### src/rtl/mem_access_ctrl.sv
// mem_access_ctrl: MEM-stage sequencer behind the EX/MEM latch.
// Issues one req/ack transaction per load/store to a variable-latency data
// memory. It stalls the upstream pipeline while the access is in flight and
// resolves branches once the stage is no longer stalled.
// Optional feature: define MEM_STALL_CNT_EN to build the saturating
// stall_cycles counter. Without it, stall_cycles is tied to zero.

module mem_access_ctrl #(
  parameter int MAX_WAIT = 15,
  parameter int CNT_W    = 16
) (
  input  logic             clk,
  input  logic             rst_n,
  input  logic             memread,
  input  logic             memwrite,
  input  logic             branch,
  input  logic             zero,
  input  logic [31:0]      alu_result,
  input  logic [31:0]      rdata2out,
  output logic             dmem_req,
  output logic             dmem_we,
  output logic [31:0]      dmem_addr,
  output logic [31:0]      dmem_wdata,
  input  logic             dmem_ack,
  input  logic [31:0]      dmem_rdata,
  output logic [31:0]      read_data,
  output logic             stall,
  output logic             pcsrc,
  output logic             flush,
  output logic             mem_err,
  output logic [CNT_W-1:0] stall_cycles
);

  localparam int WAIT_W = (MAX_WAIT > 1) ? $clog2(MAX_WAIT) : 1;
  localparam logic [WAIT_W-1:0] WAIT_LAST = WAIT_W'(MAX_WAIT - 1);

  localparam logic [1:0] IDLE = 2'd0;
  localparam logic [1:0] REQ  = 2'd1;
  localparam logic [1:0] DONE = 2'd2;
  localparam logic [1:0] ERR  = 2'd3;

  logic [1:0]        state;
  logic [WAIT_W-1:0] wait_cnt;
  logic              access;

  assign access = memread | memwrite;

  // Access sequencer. It latches the request in IDLE, waits for the ack in
  // REQ, and spends one cycle in DONE or ERR before accepting new work.
  // The timeout poison value and the error flag are written on entry to ERR.
  // This way they are already in place when the pipeline advances out of ERR.
  always_ff @(posedge clk) begin
    if (!rst_n) begin
      state      <= IDLE;
      dmem_req   <= 1'b0;
      dmem_we    <= 1'b0;
      dmem_addr  <= '0;
      dmem_wdata <= '0;
      read_data  <= '0;
      mem_err    <= 1'b0;
      wait_cnt   <= '0;
    end else begin
      case (state)
        IDLE: begin
          if (access) begin
            state      <= REQ;
            dmem_addr  <= alu_result;
            dmem_wdata <= rdata2out;
            dmem_we    <= memwrite;
            dmem_req   <= 1'b1;
            wait_cnt   <= '0;
          end
        end
        REQ: begin
          if (dmem_ack) begin
            state    <= DONE;
            dmem_req <= 1'b0;
            if (!dmem_we) begin
              read_data <= dmem_rdata;
            end
          end else if (wait_cnt == WAIT_LAST) begin
            state     <= ERR;
            dmem_req  <= 1'b0;
            read_data <= 32'hDEADBEEF;
            mem_err   <= 1'b1;
          end else begin
            wait_cnt <= wait_cnt + WAIT_W'(1);
          end
        end
        DONE: begin
          state <= IDLE;
        end
        ERR: begin
          state <= IDLE;
        end
        default: begin
          state <= IDLE;
        end
      endcase
    end
  end

  // Hold the upstream stages whenever an access is pending or in flight.
  always_comb begin
    stall = ((state == IDLE) && access) || (state == REQ);
  end

  // A branch only resolves in a slot that is not stalled.
  always_comb begin
    pcsrc = branch & zero & ~stall;
    flush = pcsrc;
  end

`ifdef MEM_STALL_CNT_EN
  // Count stalled edges, saturating at all-ones. Only reset clears the count.
  always_ff @(posedge clk) begin
    if (!rst_n) begin
      stall_cycles <= '0;
    end else if (stall && (stall_cycles != {CNT_W{1'b1}})) begin
      stall_cycles <= stall_cycles + CNT_W'(1);
    end
  end
`else
  assign stall_cycles = '0;
`endif

endmodule

### config.mk
export PLATFORM = sky130hd
export DESIGN_NAME = mem_access_ctrl
export DESIGN_NICKNAME = d
export VERILOG_FILES = /design/src/rtl/mem_access_ctrl.sv
export SDC_FILE = /design/constraint.sdc
export NUM_CORES = 1
export LEC_CHECK = 0
export CORE_MARGIN = 2
export CORE_UTILIZATION = 45
export DETAILED_ROUTE_END_ITERATION = 7
export DONT_BUFFER_PORTS = 1
export PLACE_DENSITY = 0.57
export SYNTH_ARGS = -nofsm -noshare
export SYNTH_HDL_FRONTEND = slang
export SYNTH_SLANG_ARGS = --single-unit
### constraint.sdc
create_clock -name clk -period 2 [get_ports clk]
set_input_delay 0.1 -clock clk [delete_from_list [all_inputs] [get_ports clk]]
set_output_delay 0.1 -clock clk [all_outputs]
set_load 0.01 [all_outputs]
## Word-level counts from Yosys, hierarchy flattened

Cells that the tools add are included.

| word-level totals | value |
|---|---|
| register bits | 105 |
| bits in latches | 0 |
| RAM bits | 0 |
| bits in read-only memories | 0 |
| bits of input ports | 103 |
| output and inout port bits | 118 |
| logic and storage cells | 50 |
| memories kept | 0 |

| cells by class | value |
|---|---|
| add/sub/neg operators | 1 |
| $mul | 0 |
| divide/modulo/power cells | 0 |
| magnitude comparators | 0 |
| eq/ne operators | 9 |
| shift-type cells | 0 |
| mux-type cells | 15 |
| bitwise logic cells | 5 |
| reductions and logical operators | 12 |

Operator list:

| kind | number |
|---|---|
| $mux W32 | 3 |
| $mux W4 | 3 |
| $reduce_and A3 Y1 | 3 |
| $ne A2 B2 Y1 const B | 4 |
| $pmux W4 S2 | 1 |
| $mux W2 | 3 |
| $pmux W2 S3 | 1 |
| $add A4 B1 Y4 const B | 1 |
| $eq A2 B2 Y1 const B | 2 |
| $eq A4 B4 Y1 const B | 1 |
| $reduce_and A2 Y1 | 2 |
| $reduce_and A4 Y1 | 1 |
| $reduce_bool A2 Y1 | 2 |
| $mux W1 | 3 |
| $ne A3 B3 Y1 const B | 1 |
| $and A1 B1 Y1 | 2 |
| $eq A2 B1 Y1 const B | 1 |
| $logic_not A2 Y1 | 1 |
| $not A1 Y1 | 2 |
| $pmux W1 S2 | 1 |
| $reduce_or A2 Y1 | 1 |
| $logic_and A1 B1 Y1 | 1 |
| $logic_or A1 B1 Y1 | 1 |
| $or A1 B1 Y1 | 1 |

## Logic depth before layout (Yosys ltp)

Gate-level depths: netlist (run 1).

| logic depth | value |
|---|---|
| depth after elaboration | 5 |
| depth in mapped cells | 7 |
| gate-level depth less buffers | 5 |

## Least setup slack after synthesis (run 1)

No wires, ideal clock.

| timing | value |
|---|---|
| path type | register to register |
| from | register wait_cnt[0] |
| to | register wait_cnt[0] |
| setup time | 0.076 ns |
| data arrival time | 1.359 ns |
| data required time | 1.924 ns |
| setup slack | 0.565 ns |
| cell stages (with the launch flop) | 7 |
| path buffers | 1 |
| period minus slack after synthesis | 1.435 ns |
| path through | dfxtp_1 > inv_1 > ha_1 > and3_1 > clkbuf_1 > or3_1 > a21boi_0 |

| on the way | value |
|---|---|
| word-level cells in the longest chain between the ends | 4 |
| elaborated cells on any way between the ends | 7 |
| those cells by class | add/sub: 1; eq/ne: 2; mux: 3; reduce/logical: 1 |

Ends and longest elaborated chain:

| item | RTL line | text |
|---|---|---|
| start: declaration | 43 | `logic [WAIT_W-1:0] wait_cnt;` |
| start signal: assignment | 87 | `wait_cnt <= wait_cnt + WAIT_W'(1);` |
| $add A4 B1 Y4 | 87 |  |
| $mux W4 | 81 | `end else if (wait_cnt == WAIT_LAST) begin` |
| $mux W4 | 75 | `if (dmem_ack) begin` |
| $pmux W4 S2 | 63 | `case (state)` |

Parallel ways exist; a longest one is shown, timed or not. The select of a mux whose other input is x is not followed.
A chain may end at the register's enable or synchronous reset.

## Final worst setup path (run 1)

| timing | value |
|---|---|
| from | register state[1] |
| to | register read_data[16] |

| on the way | value |
|---|---|
| word-level cells in the longest chain between the ends | 2 |

Ends and longest elaborated chain:

| item | RTL line | text |
|---|---|---|
| start: declaration | 42 | `logic [1:0] state;` |
| start signal: assignment | 54 | `state <= IDLE;` |
| start signal: assignment | 66 | `state <= REQ;` |
| start signal: assignment | 76 | `state <= DONE;` |
| $eq A2 B1 Y1 | 63 |  |
| $reduce_and A3 Y1 (no line) | -- |  |
| end signal: assignment | 79 | `read_data <= dmem_rdata;` |
| end: declaration | 26 | `output logic [31:0] read_data,` |

No other way between the ends.

==> metrics.txt, run 1 <==
CTS tree done; critical path arrival ~2200 ps; CP startpoint kind flop; clk slew on worst S/H paths ~110 ps; RePlAce Congestion approximately 0.76; R2R cell count 6; power density cells between 700 and 800 nW/µm²; fmax between 0.5 and 0.6 GHz; # H-tree levels 3; max-slew violation count 0; vias per inst between 5 and 6; WL/cell between 15 and 20 µm; Final setup viols 0; dominant cell type by area after synthesis dfxtp_1; relative slew slack 0.5460; DRT Pass-1 Iters 4; total grt overflow 0; most frequent cells in the layout dfxtp_1, dlygate4sd3_1, o21ai_0; Max VDD drop ~0.32 mV; Clock Sinks roughly 110; clk_lat worst skew ~360 ps; drc violations 0; top cell type's share of synthesized area 0.4811; critical path peak fanout 32; Die H 102.5 µm; cell depth of the worst setup path 6; Port Buffer Count 0; CTS root buf clkbuf_8; Synth cell types 32; Ys Warns 0; Layout Area Growth over Synthesis 27.78%; IO Pins 221; Core Area around 9300 µm²; Post-Syn Area per Cell about 8.6 µm²; clock skew 16.83 ps; Synth async-reset ratio 0; post-synthesis sequential area ratio 0.4811; GRT Util Overall 0.2157; initial core utilization 0.4684; MaxCap Viol Count 0; Die ar. 10510 µm²; Worst Tran Pin Value between 600 and 700 ps; Final Hold Viols 0; number of synthesized flops with an enable pin 0; Yosys reg bits between 100 and 150; critical path class reg -> reg; antenna-violating nets left 0; Crit. End Element flop; slowest stage delay, CP ~570 ps; Layout Utilization 0.5985; run status finished clean; delay-heaviest family, CP buffers and inverters; Antenna Cells 0; DRT Wirelength between 10000 and 15000 µm; Hold Crit Class in -> reg; Post-Syn Area 4369 µm²; Synth area leaders dfxtp_1, a21boi_0, o21ai_0, nand3_1, clkbuf_1; TritonCTS buffer count 9; first-pass GRT wire length between 15000 and 20000 µm; initial antenna violation count 0; nets@finish slightly below 700; fillcell total ~800; DR vias about 3900; Worst path most repeated cell buf_4; TNS Setup 0 ps; Worst path slowest cell dlygate4sd3_1; synthesized instance count 509; crit path time final about 1900 ps; Die Width between 100 and 150 µm; period utilization 0.9430; Crit path required time 2310 ps; prevailing post-synth register cell dfxtp_1; unrepaired setup endpoints after global routing false; most frequent standard cell in the layout excluding fill and tap cells dfxtp_1; detailed placement HPWL between 7000 and 8000 µm; pin count of the biggest net entering global routing approximately 100; crit-path cells buf_4 > nand4bb_1 > buf_4 > o21ai_0 > dlygate4sd3_1 > a21oi_1; Hold Path Depth 3; DR iter-0 viols roughly 150; Leak 2.019 nW; std cell rows 35; Buf+Inv Stages, Crit Path 3; Max clock buf depth 2; number of global-route vias before repair roughly 3700; share of cells above drive strength 1 0.05852
==> path summary, 6_finish.rpt <==
check / end / slack (ps) / startpoint
worst max-delay path: read_data[16] / 110 / state[1]
worst min-delay path: dmem_we / 30 / memread
worst max register to register: read_data[16] / 110 / state[1]
worst min register to register: dmem_addr[3] / 530 / dmem_addr[3]
==> worst register-to-register path, stage by stage, from the launching register on <==
cell and delay (ps):
dfxtp_1 440, buf_4 190, nand4bb_1 130, buf_4 300
o21ai_0 110, dlygate4sd3_1 570, a21oi_1 100
==> sequential cells by signal, summed over array words and instances, names as in the netlist <==
signal and count:
wait_cnt 4, state 2, dmem_addr 32, dmem_wdata 32, dmem_req 1, read_data 32, dmem_we 1, mem_err 1
==> stage by stage <==
stage               std cells  total power (W)  instance area (µm²)  hold WS, ps  worst slack [ps]
floorplan                 524         0.002841                 4425        231.2             565.0
global placement          594         0.002915                 4367        237.5             387.0
detailed placement        594         0.002937                 4367        244.1             279.7
CTS                       710         0.004450                 5583        7.194             91.92
global route              710         0.004628                 5583        37.52             3.965
finish                    710         0.004414                 5583        26.66             113.9
==> synthesized netlist by cell type, drive strengths merged (4+ instances only) <==
library cell	number
a21oi	24
o211ai	9
o21ai	90
buf	24
dfxtp	105
inv	5
a21boi	76
nand2	9
clkbuf	45
nor2	31
nand3	66
o221ai	4
==> cells by family after synthesis <==
group	Yosys count	share of synthesized area
compound gates	205	0.2895
fa+ha+maj	2	0.005726
buf+inv	74	0.08448
flops	105	0.4811
other cells	1	0.0008583
simple gates	122	0.1383
==> what timing repair did <==
action                    4_1_cts  5_1_grt
resized for setup               0        0
buffers inserted                0        0
hold buffers                  100        0
hold endpoints to repair      105        0
==> layout make-up <==
cell class / instances / area [µm²] / area share
Multi-Input combinational cell: 345 / 1984 / 0.3554
Inverter: 5 / 18.77 / 0.003362
Clock inverter: 4 / 52.55 / 0.009413
Timing Repair Buffer: 110 / 1119 / 0.2004
Tap cell: 129 / 161.4 / 0.02891
Sequential cell: 105 / 2102 / 0.3765
Clock buffer: 12 / 145.1 / 0.02600
==> layer usage <==
metal | track usage | routed length [µm] | vias up
met5 | 0 | 0 | -
met4 | 0.08718 | 250 | 0
met3 | 0.07322 | 1097 | 24
met2 | 0.3484 | 5707 | 158
met1 | 0.2649 | 4961 | 1820
li1 | - | - | 1891
==> report_power, final <==
part	total, W	internal [W]	switching (W)
sequential	0.00243	0.00225	0.000184
combinational	0.000646	0.000308	0.000338
clock	0.00134	0.000616	0.000723
(Power assumes the default switching activity.)
==> run 2: changes to the inputs <==
--- a/config.mk
+++ b/config.mk
@@ -5,11 +5,12 @@
 export SDC_FILE = /design/constraint.sdc
 export NUM_CORES = 1
 export LEC_CHECK = 0
+export BUFFER_PORTS_ARGS = -buffer_cell sky130_fd_sc_hd__buf_2
 export CORE_MARGIN = 2
 export CORE_UTILIZATION = 45
 export DETAILED_ROUTE_END_ITERATION = 7
-export DONT_BUFFER_PORTS = 1
-export PLACE_DENSITY = 0.57
+export PLACE_DENSITY = 0.76
+export SLEW_MARGIN = 20
 export SYNTH_ARGS = -nofsm -noshare
 export SYNTH_HDL_FRONTEND = slang
 export SYNTH_SLANG_ARGS = --single-unit
==> run 2 against run 1 <==
  * First-iteration DRC count increased by 24%
  * Register-to-register slack improved by 190 ps
  * Core utilization increased by 6.3 points
  * Sequential share of layout area decreased by 3.6 points
  * Sequential power decreased by 5%
  * Sequential cell count unchanged
  * Routed wire length increased by 11%
  * Combinational power increased by 43%
  * Power increased by 3.6%
  * Count of clock-buffer cells in the layout decreased by 1
  * Highest routed layer unchanged
==> metrics.txt, run 2 (synthesis gave the netlist of run 1 again) <==
vias per inst around 5.3; Antenna Cells 0; Max clock buf depth 2; antenna-violating nets left 0; max-slew violation count 0; nets@finish between 800 and 900; clk slew on worst S/H paths roughly 100 ps; run status finished clean; Max VDD drop 0.3977 mV; Layout Area Growth over Synthesis 41.32%; Worst Setup Slack, final 308.7 ps; clk_lat worst skew about 360 ps; number of global-route vias before repair roughly 4500; most frequent cells in the layout buf_2, dfxtp_1, o21ai_0; FF/Latch Area 2102 µm²; post-route cell area approximately 6200 µm²; critical path peak fanout 36; pin count of the biggest net entering global routing 66; Post-Place Cell Area between 5000 and 6000 µm²; postcts setup bufs 0; Layout Utilization 0.6620; biggest regs dmem_addr x32, dmem_wdata x32, read_data x32; fillcell total 775; Leak ~2.8 nW; delay-heaviest family, CP simple AND/OR/NAND/NOR gates; CTS tree done; unrepaired setup endpoints after global routing false; # H-tree levels 3; critical path arrival approximately 1900 ps; crit-path cells buf_4 > or2_2 > buf_12 > o21ai_0 > a21boi_0; fmax between 0.5 and 0.6 GHz; DRT Pass-1 Iters 5; total grt overflow 0; Crit. End Element flop; detailed placement HPWL 8207 µm; DRT Wirelength approximately 13000 µm; most frequent standard cell in the layout excluding fill and tap cells buf_2; RePlAce Congestion 0.7569; critical path class reg -> reg; Hold Crit Class in -> reg; Post-Place Setup Slack 63.26 ps; clock skew between 10 and 15 ps; drc violations 0; Crit path required time 2220 ps; Port Buffer Count ~200; period utilization 0.8456; Worst path slowest cell or2_2; IO Pins between 200 and 250; crit path time final 1691 ps; multi-input combinational cell area roughly 2000 µm²; Core Area around 9300 µm²; slowest stage delay, CP around 500 ps; Die Width 102.5 µm; Die H roughly 100 µm; DR iter-0 viols 182; std cell rows 35; Worst Tran Pin Value between 500 and 600 ps; GRT Util Overall 0.2464; power consumption around 0.0046 W; TritonCTS buffer count 9; Clock Sinks approximately 110; power density cells 740.4 nW/µm²; relative slew slack 0.6317; CTS root buf clkbuf_8; share of cells above drive strength 1 0.3244; Die ar. ~11000 µm²; TNS Setup 0 ps; initial core utilization 0.4684; Final Hold Viols 0; first-pass GRT wire length 20780 µm; MaxCap Viol Count 0; Final setup viols 0; initial antenna violation count 0; DR vias approximately 4600; Buf+Inv Stages, Crit Path 2; WL/cell about 15 µm; CP startpoint kind flop
## run 2: cell type report
| type | instances | area share |
|---|---|---|
| clock buffer | 11 | 0.02290 |
| clock inverter | 5 | 0.008916 |
| timing repair buffer | 272 | 0.2768 |
| tap | 129 | 0.02614 |
| sequential | 105 | 0.3404 |
| multi-input combinational | 345 | 0.3218 |
| inverter | 5 | 0.003040 |
## run 2: worst paths after layout
path | start | to | slack [ps] | depth (start not counted)
max | state[1] | dmem_addr[18] | 310 | 5
min | rdata2out[31] | dmem_wdata[31] | 6 | 3
max reg2reg | state[1] | dmem_addr[18] | 310 | 5
min reg2reg | mem_err | mem_err | 480 | 2
## run 2: power breakdown
part | total, W | switching [W] | leakage [nW] | internal [W]
clock network | 0.00133 | 0.000715 | 0.0953 | 0.000611
logic | 0.000924 | 0.000503 | 1.82 | 0.000421
registers | 0.00232 | 0.0000771 | 0.862 | 0.00224
## run 2: metrics by stage
step,hold WS (ps),instances
global placement,356.7,800
CTS,0.05151,872
floorplan,231.2,524
detailed placement,364.2,800
global route,0.3940,872
finish,5.951,872
## run 2: tightest hold or removal path: stages
cell	delay (ps)
buf_2	90
nand3_1	60
a21boi_0	70
## run 2: metal layers
layer / GRT usage / up-vias / wire [µm]
met1: 0.2888 / 2173 / 5295
li1: - / 2212 / -
met4: 0.08718 / 0 / 278
met5: 0 / - / 0
met2: 0.4274 / 204 / 6620
met3: 0.07458 / 27 / 1118
## run 2: timing repair
item | 4_1_cts | 5_1_grt
gates resized for setup | 0 | 2
hold endpoints to repair | 56 | 0
hold buffers | 56 | 0
endpoints found under the setup margin | 0 | 23
==> run 3: changes to the inputs <==
==> constraint.sdc (replaced) <==
create_clock -name clk -period 1.6 [get_ports clk]
set_input_delay 0.08 -clock clk [delete_from_list [all_inputs] [get_ports clk]]
set_output_delay 0.08 -clock clk [all_outputs]
set_load 0.01 [all_outputs]
==> run 3 against run 2 <==
  * Routed wire length increased by 2.9%
  * Final cell count up 3.4%
  * Global-route usage is 0.90 points higher
  * Largest power group unchanged
  * Die area is the same
==> metrics.txt, run 3 (synthesis gave the netlist of run 1 again) <==
CP startpoint kind flop; Clock Sinks approximately 110; FF/Latch Area between 2000 and 2500 µm²; TritonCTS buffer count 9; Sw Ratio 0.2814; Final setup viols 0; clk_lat worst skew 360 ps; Int Pwr roughly 0.0043 W; Leak about 2.9 nW; power density cells roughly 900 nW/µm²; Max clock buf depth 2; Port Buffer Count just over 200; multi-input combinational cell area around 2000 µm²; TNS Setup 0 ps; unrepaired setup endpoints after global routing false; Worst Tran Pin Value 684.6 ps; crit path time final 1517 ps; DR vias 4712; clock skew 10.16 ps; critical path arrival 1800 ps; DRT Pass-1 Iters 4; GRT Util Overall 0.2554; RePlAce Congestion slightly below 0.8; fillcell total 702; critical path class reg -> reg; Hold Crit Class in -> reg; Seq pwr share 0.486; RR Startpoint state[1]; Layout Utilization 0.6995; total grt overflow 0; fmax 0.6592 GHz; antenna-violating nets left 0; number of global-route vias before repair between 4000 and 5000; DR iter-0 viols approximately 180; most frequent cells in the layout buf_2, dfxtp_1, o21ai_0; CTS tree done; period utilization 0.9481; most frequent standard cell in the layout excluding fill and tap cells buf_2; combinational share of power 0.207; critical path peak fanout 25; Clk pwr share 0.307; Crit path required time around 1900 ps; Die H a little over 100 µm; initial antenna violation count 0; clk slew on worst S/H paths 100 ps; std cell rows 35; max-slew violation count 0; pin count of the biggest net entering global routing approximately 100; nets@finish 873; MaxCap Viol Count 0; Layout Area Growth over Synthesis 49.34%; initial core utilization 0.4684; Worst setup startpoint state[1]; Die ar. 10510 µm²; Final Hold Viols 0; WL/cell ~15 µm; P_sw 0.001681 W; Max VDD drop about 0.6 mV; vias per inst 5.224; biggest regs dmem_addr x32, dmem_wdata x32, read_data x32; # H-tree levels 3; first-pass GRT wire length 21670 µm; run status finished clean; DRT Wirelength 13700 µm; drc violations 0; Crit. End Element flop; IO Pins around 220; relative slew slack 0.5436; share of cells above drive strength 1 0.3195; CTS root buf clkbuf_8; Core Area between 9000 and 10000 µm²; Antenna Cells 0; hold_sp dmem_rdata[18]; power consumption ~0.006 W; Die Width 102.5 µm; detailed placement HPWL 8233 µm
-- run 3: cell count changes in the layout (fill, tap and decap cells not counted), sizes merged --
| cell | before | now |
|---|---|---|
| buf | 216 | 220 |
| bufinv | 1 | 2 |
| clkbuf | 11 | 9 |
| clkinv | 2 | 3 |
| clkinvlp | 2 | 0 |
| dlygate4sd3 | 56 | 82 |
| inv | 5 | 7 |
-- run 3: area by class of cell --
type / instances / share of cell area
Multi-Input combinational cell: 345 / 0.3041
Tap cell: 129 / 0.02474
Timing Repair Buffer: 302 / 0.3114
Clock buffer: 9 / 0.01898
Clock inverter: 7 / 0.01534
Inverter: 5 / 0.002876
Sequential cell: 105 / 0.3225
-- run 3: power groups by stage --
stage	sequential [W]	combinational, W	clock, W
final	0.00290	0.00124	0.00183
after global routing	0.00293	0.00137	0.00198
after CTS	0.00290	0.00121	0.00188
after detailed placement	0.00296	0.00106	0
after global placement	0.00295	0.00103	0
after floorplan	0.00304	0.000507	0
-- run 3: layer usage --
| layer | part of all wire | track usage | vias up |
|---|---|---|---|
| met5 | 0 | 0 | - |
| li1 | - | - | 2274 |
| met4 | 0.023 | 0.09436 | 0 |
| met3 | 0.082 | 0.06169 | 32 |
| met1 | 0.38 | 0.2976 | 2197 |
| met2 | 0.51 | 0.4545 | 209 |
-- run 3: timing repair --
item | 4_1_cts | 5_1_grt
hold buffers | 82 | 0
endpoints found under the setup margin | 0 | 15
resized for setup | 0 | 5
endpoints found under the hold margin | 82 | 0
buffers inserted | 0 | 0
-- run 3: critical path, stage by stage (launching register included) --
cell and delay [ps]:
dfxtp_1 380, or3b_4 450, or2_1 220, buf_4 220
a21oi_1 180
-- run 3: final timing paths --
check,cells after the start,to,slack (ps)
worst max-delay path,4,read_data[1],80
worst min-delay path,3,read_data[18],8
worst max register to register,4,read_data[1],80
worst min register to register,2,mem_err,460
-- run 3: per-stage QoR --
step | hold WS, ps | area, µm² | setup WS, ps | std cells
detailed placement | 350.2 | 5470 | 73.88 | 804
CTS | 0.2370 | 6515 | 27.17 | 902
floorplan | 211.2 | 4425 | 165.0 | 524
global route | 24.99 | 6525 | 1.790 | 902
finish | 8.061 | 6525 | 83.02 | 902
global placement | 341.1 | 5470 | 123.9 | 804
